## config.mk

```make
export PLATFORM = sky130hd
export DESIGN_NAME = opcode_pipe_ctrl
export DESIGN_NICKNAME = d
export VERILOG_FILES = /design/src/rtl/opcode_pipe_ctrl.sv
export SDC_FILE = /design/constraint.sdc
export NUM_CORES = 1
export LEC_CHECK = 0
export BUFFER_PORTS_ARGS = -buffer_cell sky130_fd_sc_hd__buf_4
export CORE_AREA = 10 10 47 49
export DETAILED_ROUTE_END_ITERATION = 10
export DIE_AREA = 0 0 57 59
export PLACE_DENSITY_LB_ADDON = 0.15
export SETUP_SLACK_MARGIN = 0.4
export SYNTH_ARGS = -nofsm -noshare
export SYNTH_HDL_FRONTEND = slang
export SYNTH_SLANG_ARGS = --single-unit
export TNS_END_PERCENT = 1
```

## constraint.sdc

```tcl
create_clock -name clk -period 1.8 [get_ports clk]
set_input_delay 0.27 -clock clk [delete_from_list [all_inputs] [get_ports clk]]
set_output_delay 0.27 -clock clk [all_outputs]
set_load 0.05 [all_outputs]
```

## src/rtl/opcode_pipe_ctrl.sv

```systemverilog
// Two-stage EX/WB opcode pipeline controller with a two-cycle MUL in EX.
// Define OPCODE_PIPE_PERF_EN to add the 16-bit retire_cnt output.
module opcode_pipe_ctrl (
    input  logic        clk,
    input  logic        rst_n,
    input  logic        in_valid,
    input  logic [2:0]  in_opcode,
    output logic        in_ready,
    input  logic        stall,
    input  logic        flush,
    output logic        ex_valid,
    output logic [2:0]  ex_alu_sel,
    output logic        ex_mem_rd,
    output logic        ex_mem_wr,
    output logic        wb_valid,
    output logic        wb_reg_we,
    output logic [2:0]  wb_opcode,
    output logic        busy
`ifdef OPCODE_PIPE_PERF_EN
    ,
    output logic [15:0] retire_cnt
`endif
);

    localparam logic [1:0] EX_IDLE = 2'd0;
    localparam logic [1:0] EX_ONE  = 2'd1;
    localparam logic [1:0] EX_MUL1 = 2'd2;
    localparam logic [1:0] EX_MUL2 = 2'd3;

    localparam logic [2:0] OP_MUL = 3'b101;
    localparam logic [2:0] OP_LD  = 3'b110;
    localparam logic [2:0] OP_ST  = 3'b111;

    logic [1:0] state_q, state_d;
    logic [2:0] ex_op_q, ex_op_d;
    logic       wb_valid_q, wb_valid_d;
    logic [2:0] wb_op_q, wb_op_d;
    logic       accept;

    // rst_n is folded in so the port reads 0 for the whole reset window.
    assign in_ready = rst_n & ~stall & ~flush & (state_q != EX_MUL1);
    assign accept   = in_valid & in_ready;

    always_comb begin
        state_d    = state_q;
        ex_op_d    = ex_op_q;
        wb_valid_d = wb_valid_q;
        wb_op_d    = wb_op_q;
        if (flush) begin
            state_d    = EX_IDLE;
            wb_valid_d = 1'b0;
        end else if (!stall) begin
            wb_valid_d = (state_q == EX_ONE) || (state_q == EX_MUL2);
            if (wb_valid_d) begin
                wb_op_d = ex_op_q;
            end
            if (accept) begin
                ex_op_d = in_opcode;
                state_d = (in_opcode == OP_MUL) ? EX_MUL1 : EX_ONE;
            end else if (state_q == EX_MUL1) begin
                state_d = EX_MUL2;
            end else begin
                state_d = EX_IDLE;
            end
        end
    end

    always_ff @(posedge clk or negedge rst_n) begin
        if (!rst_n) begin
            state_q    <= EX_IDLE;
            ex_op_q    <= 3'b000;
            wb_valid_q <= 1'b0;
            wb_op_q    <= 3'b000;
        end else begin
            state_q    <= state_d;
            ex_op_q    <= ex_op_d;
            wb_valid_q <= wb_valid_d;
            wb_op_q    <= wb_op_d;
        end
    end

    // Decoded strobes are forced low whenever the stage is empty.
    assign ex_valid   = (state_q != EX_IDLE);
    assign ex_alu_sel = ex_valid ? ex_op_q : 3'b000;
    assign ex_mem_rd  = ex_valid && (ex_op_q == OP_LD);
    assign ex_mem_wr  = ex_valid && (ex_op_q == OP_ST);

    assign wb_valid   = wb_valid_q;
    assign wb_opcode  = wb_valid_q ? wb_op_q : 3'b000;
    assign wb_reg_we  = wb_valid_q && (wb_op_q != OP_ST);
    assign busy       = ex_valid | wb_valid_q;

`ifdef OPCODE_PIPE_PERF_EN
    logic [15:0] retire_cnt_q;

    // Not cleared by flush; wraps naturally at 16 bits.
    always_ff @(posedge clk or negedge rst_n) begin
        if (!rst_n) begin
            retire_cnt_q <= 16'h0000;
        end else if (wb_valid_q && !stall) begin
            retire_cnt_q <= retire_cnt_q + 16'd1;
        end
    end

    assign retire_cnt = retire_cnt_q;
`endif

endmodule

```

## Word-level counts from Yosys, hierarchy flattened

Index checks and enable logic that the tools add are counted.

| word-level totals | value |
|---|---|
| flip-flop bits (word level) | 9 |
| input port bits | 8 |
| logic and storage cells | 36 |

| cells by class | value |
|---|---|
| eq/ne operators | 9 |
| multiplexer cells | 9 |
| bitwise gates (word level) | 7 |
| reduce and logical (&&, ||, !) cells | 7 |

Operators by type and width:

| kind | number |
|---|---|
| 2-to-1 mux 2 bit | 5 |
| == test 3 bit (second input constant) | 3 |
| 2-to-1 mux 3 bit | 2 |
| AND reduction 3 bit | 2 |
| AND 1 bit | 4 |
| == test 2 bit (second input constant) | 2 |
| logical AND 1 bit | 3 |
| != test 3 bit (second input constant) | 1 |
| == test 2 x 1 -> 1 bit (second input constant) | 1 |
| 2-to-1 mux 1 bit | 2 |
| != test 2 x 1 -> 1 bit (second input constant) | 1 |
| != test 2 bit (second input constant) | 1 |
| inverter 1 bit | 2 |
| nonzero test 2 bit | 1 |
| logical OR 1 bit | 1 |
| OR 1 bit | 1 |

## Depth between registers and ports, before layout

Gate-level depths: netlist of the first run.

| depth | value |
|---|---|
| word-level depth | 8 |
| depth in mapped cells | 3 |
| gate-level depth less buffers | 3 |

## Worst setup path after synthesis of the first run

No wires, ideal clock.

| path | value |
|---|---|
| path type | register to output |
| from | register state_q[1] |
| to | output port ex_mem_wr |
| data arrival time | 1.654 ns |
| data required time | 1.530 ns |
| path slack | -0.124 ns |
| cell stages (with the launch flop) | 4 |
| buffers on the path | 0 |
| cell sequence | dfrtp_1 -> or2_4 -> and2_1 -> and3_1 |

| on the way | value |
|---|---|
| cells in the longest elaborated chain, start to end | 2 |

RTL lines:

| what | RTL line | source |
|---|---|---|
| start, declared | 34 | `logic [1:0] state_q, state_d;` |
| start signal, assigned | 75 | `state_q <= state_d;` |
| nonzero test 2 bit | 83 | `assign ex_valid = (state_q != EX_IDLE);` |
| net ex_valid | 11 | `output logic ex_valid,` |
| logical AND 1 bit | 86 | `assign ex_mem_wr = ex_valid && (ex_op_q == OP_ST);` |
| end, declared | 14 | `output logic ex_mem_wr,` |

The timed path passes the listed nets, and every way through them passes these cells.

## Worst setup path after layout of the first run

| path | value |
|---|---|
| from | register state_q[0] |
| to | output port ex_mem_wr |

| on the way | value |
|---|---|
| cells in the longest elaborated chain, start to end | 2 |

RTL lines:

| what | RTL line |
|---|---|
| nonzero test 2 bit | 83 |
| logical AND 1 bit | 86 |

No other way between the ends.

==> results of run 1 <==
==> worst register-to-register path, stage by stage, from the launching register on <==
cell and delay [ns]:
dfrtp_1 0.39, buf_4 0.15, nand2b_4 0.15, nand4_4 0.14, mux2_4 0.31
==> power by group through the flow <==
stage | clock network, uW | logic [uW] | registers [uW]
detailed placement | 0 | 134 | 286
CTS | 159 | 138 | 281
global placement | 0 | 133 | 287
global route | 171 | 145 | 288
finish | 155 | 136 | 280
floorplan | 0 | 91.5 | 277
==> state kept, by name (all words and copies together) (netlist names) <==
signal	flops
ex_op_q	3
state_q	2
wb_op_q	3
wb_valid	1
==> through the flow <==
step | util [%] | worst slack [ns] | power, uW
2_1_floorplan | - | 0.309 | 368
3_3_place_gp | 49.4 | 0.378 | 419
3_5_place_dp | 49.4 | 0.362 | 420
4_1_cts | 53.3 | 0.154 | 579
5_1_grt | 53.3 | 0.114 | 603
6_report | 53.3 | 0.163 | 571
==> cell type report <==
class | count | area (um2)
Fill cell | 143 | 654
Inverter | 1 | 3.75
Multi-Input combinational cell | 33 | 293
Tap cell | 16 | 20.0
Timing Repair Buffer | 23 | 179
Clock buffer | 4 | 26.3
Sequential cell | 9 | 225
==> kinds of logic after synthesis <==
family / Yosys count / share of synthesized area [%]
buffers and inverters: 1 / 0.755
AOI/OAI and AO/OA: 5 / 6.55
DFF: 9 / 45.3
muxes: 6 / 15.9
and+or+nand+nor: 22 / 31.5
==> cells in the mapped netlist (2+ instances only) <==
cell type	count
mux2_4	3
nand2_1	4
nor2_1	2
and2_1	6
dfrtp_1	9
mux2_2	3
==> metal layers <==
layer  part of all wire, %  wire [um]
met1                    37        437
met2                    53        624
met3                    10        120
met4                  0.42          5
met5                     0          0
==> worst min path at each step <==
stage / cells past startpoint / to / slack, ns
2_1_floorplan: 0 / ex_op_q[0]$_DFFE_PN0P_ / -0.03
3_5_place_dp: 1 / ex_op_q[1]$_DFFE_PN0P_ / 0.12
4_1_cts: 2 / wb_valid$_DFFE_PN0P_ / 0.20
6_report: 2 / wb_valid$_DFFE_PN0P_ / 0.20
3_3_place_gp: 1 / ex_op_q[1]$_DFFE_PN0P_ / 0.12
5_1_grt: 2 / state_q[1]$_DFFE_PN0P_ / 0.21
==> timing repair <==
action	4_1_cts	5_1_grt
pin swaps	0	0
setup endpoints to repair	9	12
hold endpoints to repair	9	0
hold buffers	1	0
gates resized for setup	1	0
setup buffers	2	0
==> flow_summary_export.csv, run 1 <==
group,metric,value,unit
setup_path,rrSetupSlack,0.55,ns
status,outcome,"complete, no violations",
sta,fin_setup_tns,0,ns
synth,synth_area_leaders,"dfrtp_1, mux2_4, and2_1",
power_and_ir_drop,switching_share,30.9,%
clocking,cts_root_buf,"clkbuf_4",
setup_path,cp.required,1.53,ns
drt,drtAntennaViolNets,0,
power_and_ir_drop,ir_drop,381,uV
synth,ys_types,22,
sta,rsz0062_at_grt,"true",
drt,wirelength,1190,um
die,start_util,35.4,%
power_and_ir_drop,seqPwrFrac,49.0,%
synth,netlist.area_leader.share,45.3,%
min_path,hold_path_startpoint,"flush",
clocking,cts_made_buffers,3,
grt,grt_antenna_before_repair,0,
cells_and_area,final_cells,86,
setup_path,endpoint_kind,"output pin",
power_and_ir_drop,combPwrFrac,23.9,%
cells_and_area,nets,79,
sta,finClkSkew,0.00159,ns
setup_path,r2r-start,"state_q[0]$_DFFE_PN0P_",
cells_and_area,layout-drive-gt1-share,58.6,%
synth,ys_seq_elements,9,
sta,whs,0.204,ns
synth,synthArstFlopShare,100,%
die,die_y,59,um
job,cap_violations,0,
cells_and_area,final_cell_mix,"buf_4, dfrtp_1, and2_1",
power_and_ir_drop,power.density,765,nW/um2
setup_path,r2r_cells,4,
placement,port_buffers,20,
grt,met2_usage,13.2,%
sta,fin_crit,1.64,ns
placement,dp_cells,79,
placement,dpl-instance-area,692,um2
drt,firstDrtPassIters,4,
die,io_pins,21,
setup_path,crit_end,"ex_mem_wr",
sta,hold_viol,0,
grt,grt_pass1_vias,451,
synth,yosysTopAreaCell,"dfrtp_1",
cells_and_area,final_common_cell,"buf_4",
clocking,cts.htree.levels,1,
setup_path,timing.rr.end,"ex_op_q[2]$_DFFE_PN0P_",
setup_path,cp.arrival,1.37,ns
synth,synth_area,497,um2
setup_path,critical_path.top_delay_family,"simple AND/OR/NAND/NOR gates",
setup_path,cp.depth,4,
grt,grt_max_degree,10,
synth,syn_nets,51,
min_path,hold_class,"input port to flip-flop",
setup_path,cp_max_fo,5,
die,die_w,57,um
power_and_ir_drop,clkPwrFrac,27.1,%
drt,drc_errors,0,
clocking,clkTransAtPathRegs,0.06,ns
drt,drtIter0Drc,9,
sta,relSlewSlack,70.8,%
cells_and_area,antennaDiodeCount,0,
power_and_ir_drop,p_switching,177,uW
power_and_ir_drop,p_int,395,uW
synth,syn_avg_cell_area,11.6,um2
sta,finalCritPeriodShare,91.0,%
grt,grt_use_met3,3.43,%
synth,synth_edf_count,0,
setup_path,critPathMaxStageDelay,0.39,ns
clocking,cts.path.max_buffers,2,
drt,vias_per_cell,5.09,
grt,met1_usage,7.45,%
sta,setup_violations,0,
clocking,tritoncts,"yes",
drt,dr_total_vias,438,
die,std_cell_rows,14,
grt,grt_overflow_total,0,
setup_path,worst-setup-path-type,"flip-flop to output pin",
grt,track_usage,7.59,%
drt,wire_per_inst,13.8,um
clocking,cts.sinks,9,
grt,grt_pass1_wl,2040,um
die,die-area,3360,um2
setup_path,startpoint_type,"flip-flop",
sta,clock.fmax,611,MHz
setup_path,cp_num_buf_inv,1,
clocking,worstSkewPairLatency,0.26,ns
setup_path,startpoint,"state_q[0]$_DFFE_PN0P_",
synth,synthFlopType,"dfrtp_1",
setup_path,cp_cell_sequence,"or2_4 -> and2_4 -> and3_4 -> buf_6",
sta,tightest_slew,0.436,ns
synth,ys_warn_count,0,
grt,grt.busiest_layer,"met2",
setup_path,slowest_stage,"dfrtp_1",
sta,drv_slew,0,
placement,place_congestion,0.754,
synth,ys_seq_area_share,45.3,%
synth,syn_inst,43,
die,core_area,1400,um2
cells_and_area,area_growth,50.4,%
power_and_ir_drop,leakage,0.000364,uW
cells_and_area,final_area,747,um2
No activity file was read; power rests on OpenSTA's default activity.
==> inputs of run 2 (changes only) <==
Settings changed: ABC_AREA set to 1.
==> run 2 against run 1 <==
Against the previous run: critical path depth unchanged; fmax up 8.6%; clock power up 6%; clock skew down 0.0010 ns; critical path type unchanged; die area unchanged.
==> flow_summary_export.csv, run 2 <==
group,metric,value,unit
status,outcome,"complete, no violations",
sta,setup_violations,0,
sta,post-route-worst-setup-slack,0.292,ns
synth,synth_fa_ha_area_share,0,%
cells_and_area,final_cells,108,
placement,hpwl,999,um
clocking,cts.htree.levels,1,
drt,dr_total_vias,490,
synth,synthFlopType,"dfrtp_1",
synth,post-synth-top-count-cell,"nand2_1",
setup_path,critical_path.top_delay_family,"flip-flops",
setup_path,crit_top_cell,"buf_4",
die,start_util,35.2,%
setup_path,startpoint_type,"flip-flop",
setup_path,cp_num_buf_inv,2,
sta,relSlewSlack,71.4,%
setup_path,endpoint_kind,"output pin",
placement,place_ws,0.529,ns
sta,hold_viol,0,
synth,ys_seq_elements,9,
sta,fin_crit,1.51,ns
die,die_w,57,um
cells_and_area,nets,101,
drt,wire_per_inst,11.4,um
drt,firstDrtPassIters,4,
grt,grt_max_degree,10,
cells_and_area,top_regs,"ex_op_q x3, wb_op_q x3, state_q x2",
cells_and_area,final_common_cell,"buf_4",
drt,vias_per_cell,4.54,
placement,dp_cells,101,
synth,ys_seq_area_share,45.7,%
cells_and_area,area_growth,54.8,%
grt,grt_pass1_wl,2060,um
die,core_area,1400,um2
power_and_ir_drop,power.density,737,nW/um2
placement,port_buffers,20,
drt,drtAntennaViolNets,0,
grt,grt_overflow_total,0,
cells_and_area,layout-drive-gt1-share,38.0,%
synth,netlist.area_leader.share,45.7,%
synth,syn_nets,72,
synth,ys_types,16,
synth,synth_area_leaders,"dfrtp_1, nand2_1, inv_1",
drt,wirelength,1230,um
power_and_ir_drop,ir_drop,384,uV
setup_path,cp_max_fo,5,
sta,fin_setup_tns,0,ns
synth,synth_top_family_by_area,"simple AND/OR/NAND/NOR gates",
power_and_ir_drop,leakage,0.000426,uW
setup_path,critPathMaxStageDelay,0.41,ns
min_path,hold_class,"input port to flip-flop",
cells_and_area,antennaDiodeCount,0,
clocking,worstSkewPairLatency,0.26,ns
synth,synth_compound_area_share,7.61,%
sta,finalCritPeriodShare,83.8,%
die,die_y,59,um
synth,syn_avg_cell_area,7.70,um2
drt,drtIter0Drc,15,
cells_and_area,final_cell_mix,"buf_4, nand2_1, inv_1",
die,std_cell_rows,14,
synth,synth_area,493,um2
clocking,clkTransAtPathRegs,0.07,ns
placement,place_congestion,0.748,
setup_path,cp.arrival,1.24,ns
synth,ys_warn_count,0,
drt,drc_errors,0,
grt,grt_antenna_before_repair,0,
synth,synth-simple-area-share,36.8,%
synth,syn_inst,64,
synth,synth_edf_count,0,
clocking,tritoncts,"yes",
die,die-area,3360,um2
sta,drv_slew,0,
sta,rsz0062_at_grt,"true",
synth,yosysTopAreaCell,"dfrtp_1",
sta,clock.fmax,663,MHz
grt,track_usage,7.58,%
job,cap_violations,0,
sta,tightest_slew,0.427,ns
setup_path,slowest_stage,"dfrtp_1",
clocking,cts_made_buffers,3,
synth,synth_xor_area_share,0,%
die,io_pins,21,
clocking,cts.path.max_buffers,2,
clocking,cts.sinks,9,
setup_path,cp_cell_sequence,"nor2_2 -> buf_4 -> nor2_1 -> buf_4",
grt,grt_pass1_vias,477,
synth,synthArstFlopShare,100,%
setup_path,cp.required,1.53,ns
clocking,cts_root_buf,"clkbuf_4",
synth,netlist_top_cells_count,"nand2_1, inv_1, dfrtp_1",
synth,synthMuxAreaShare,0,%
sta,finClkSkew,0.000574,ns
setup_path,worst-setup-path-type,"flip-flop to output pin",
[run 2: cell types whose count changed in the layout (fill, tap and decap cells not counted), sizes merged, moves of 2 or more]
cell,before,now
and2,6,0
inv,1,13
mux2,6,0
nand2,4,18
nand3,1,4
nor2,3,7
nor4,0,2
o21ai,0,6
[run 2: what timing repair did]
action                                  CTS  global route
hold endpoints to repair                  9             0
endpoints found under the setup margin    7             8
buffers inserted                          2             0
hold buffers                              1             0
resized for setup                         1             3
pin swaps                                 1             0
[run 2: logic make-up after synthesis]
family,after synthesis
compound gates,7
simple gates,35
buf+inv,13
flops,9
[run 2: path summary, 6_finish.rpt]
check | start | to | slack (ns) | cells past startpoint
setup / recovery | state_q[0]$_DFFE_PN0P_ | ex_alu_sel[1] | 0.29 | 4
hold reg to reg | ex_op_q[2]$_DFFE_PN0P_ | ex_op_q[2]$_DFFE_PN0P_ | 0.51 | 2
max in group asynchronous | rst_n | state_q[1]$_DFFE_PN0P_ | 1.00 | 2
min in group asynchronous | rst_n | wb_op_q[0]$_DFFE_PN0P_ | 0.51 | 2
setup reg to reg | state_q[1]$_DFFE_PN0P_ | state_q[1]$_DFFE_PN0P_ | 0.83 | 4
hold / removal | in_opcode[0] | ex_op_q[0]$_DFFE_PN0P_ | 0.25 | 3
[run 2: area by class of cell]
type	count	area, um2
Inverter	13	48.8
Tap cell	16	20.0
Fill cell	145	638
Clock buffer	4	26.3
Sequential cell	9	225
Multi-Input combinational cell	42	249
Timing Repair Buffer	24	194
[run 2: per-layer routing]
metal / GRT usage [%] / wire [um] / up-vias
met5: 0 / 0 / -
met2: 11.9 / 608 / 13
met3: 3.65 / 87 / 2
li1: - / - / 257
met1: 8.26 / 524 / 218
met4: 4.03 / 7 / 0
[run 2: stage by stage]
| stage | instance area, um2 | power, uW | hold WS, ns | utilization [%] |
|---|---|---|---|---|
| after floorplan | 514 | 341 | -0.0256 | - |
| after global placement | 692 | 389 | 0.122 | 49.4 |
| after detailed placement | 692 | 394 | 0.122 | 49.4 |
| after CTS | 747 | 564 | 0.252 | 53.3 |
| after global routing | 763 | 598 | 0.258 | 54.5 |
| final | 763 | 563 | 0.252 | 54.5 |
[run 2: report_power, final]
| part | internal [uW] | switching, uW |
|---|---|---|
| logic | 49.9 | 92.8 |
| registers | 231 | 24.1 |
| clock network | 85.7 | 79.0 |
| total | 367 | 196 |
[run 2: tightest hold or removal path, delay by kind of cell]
family,cells,cell delay (ns)
buffers and inverters,2,0.15
AOI/OAI and AO/OA,1,0.06
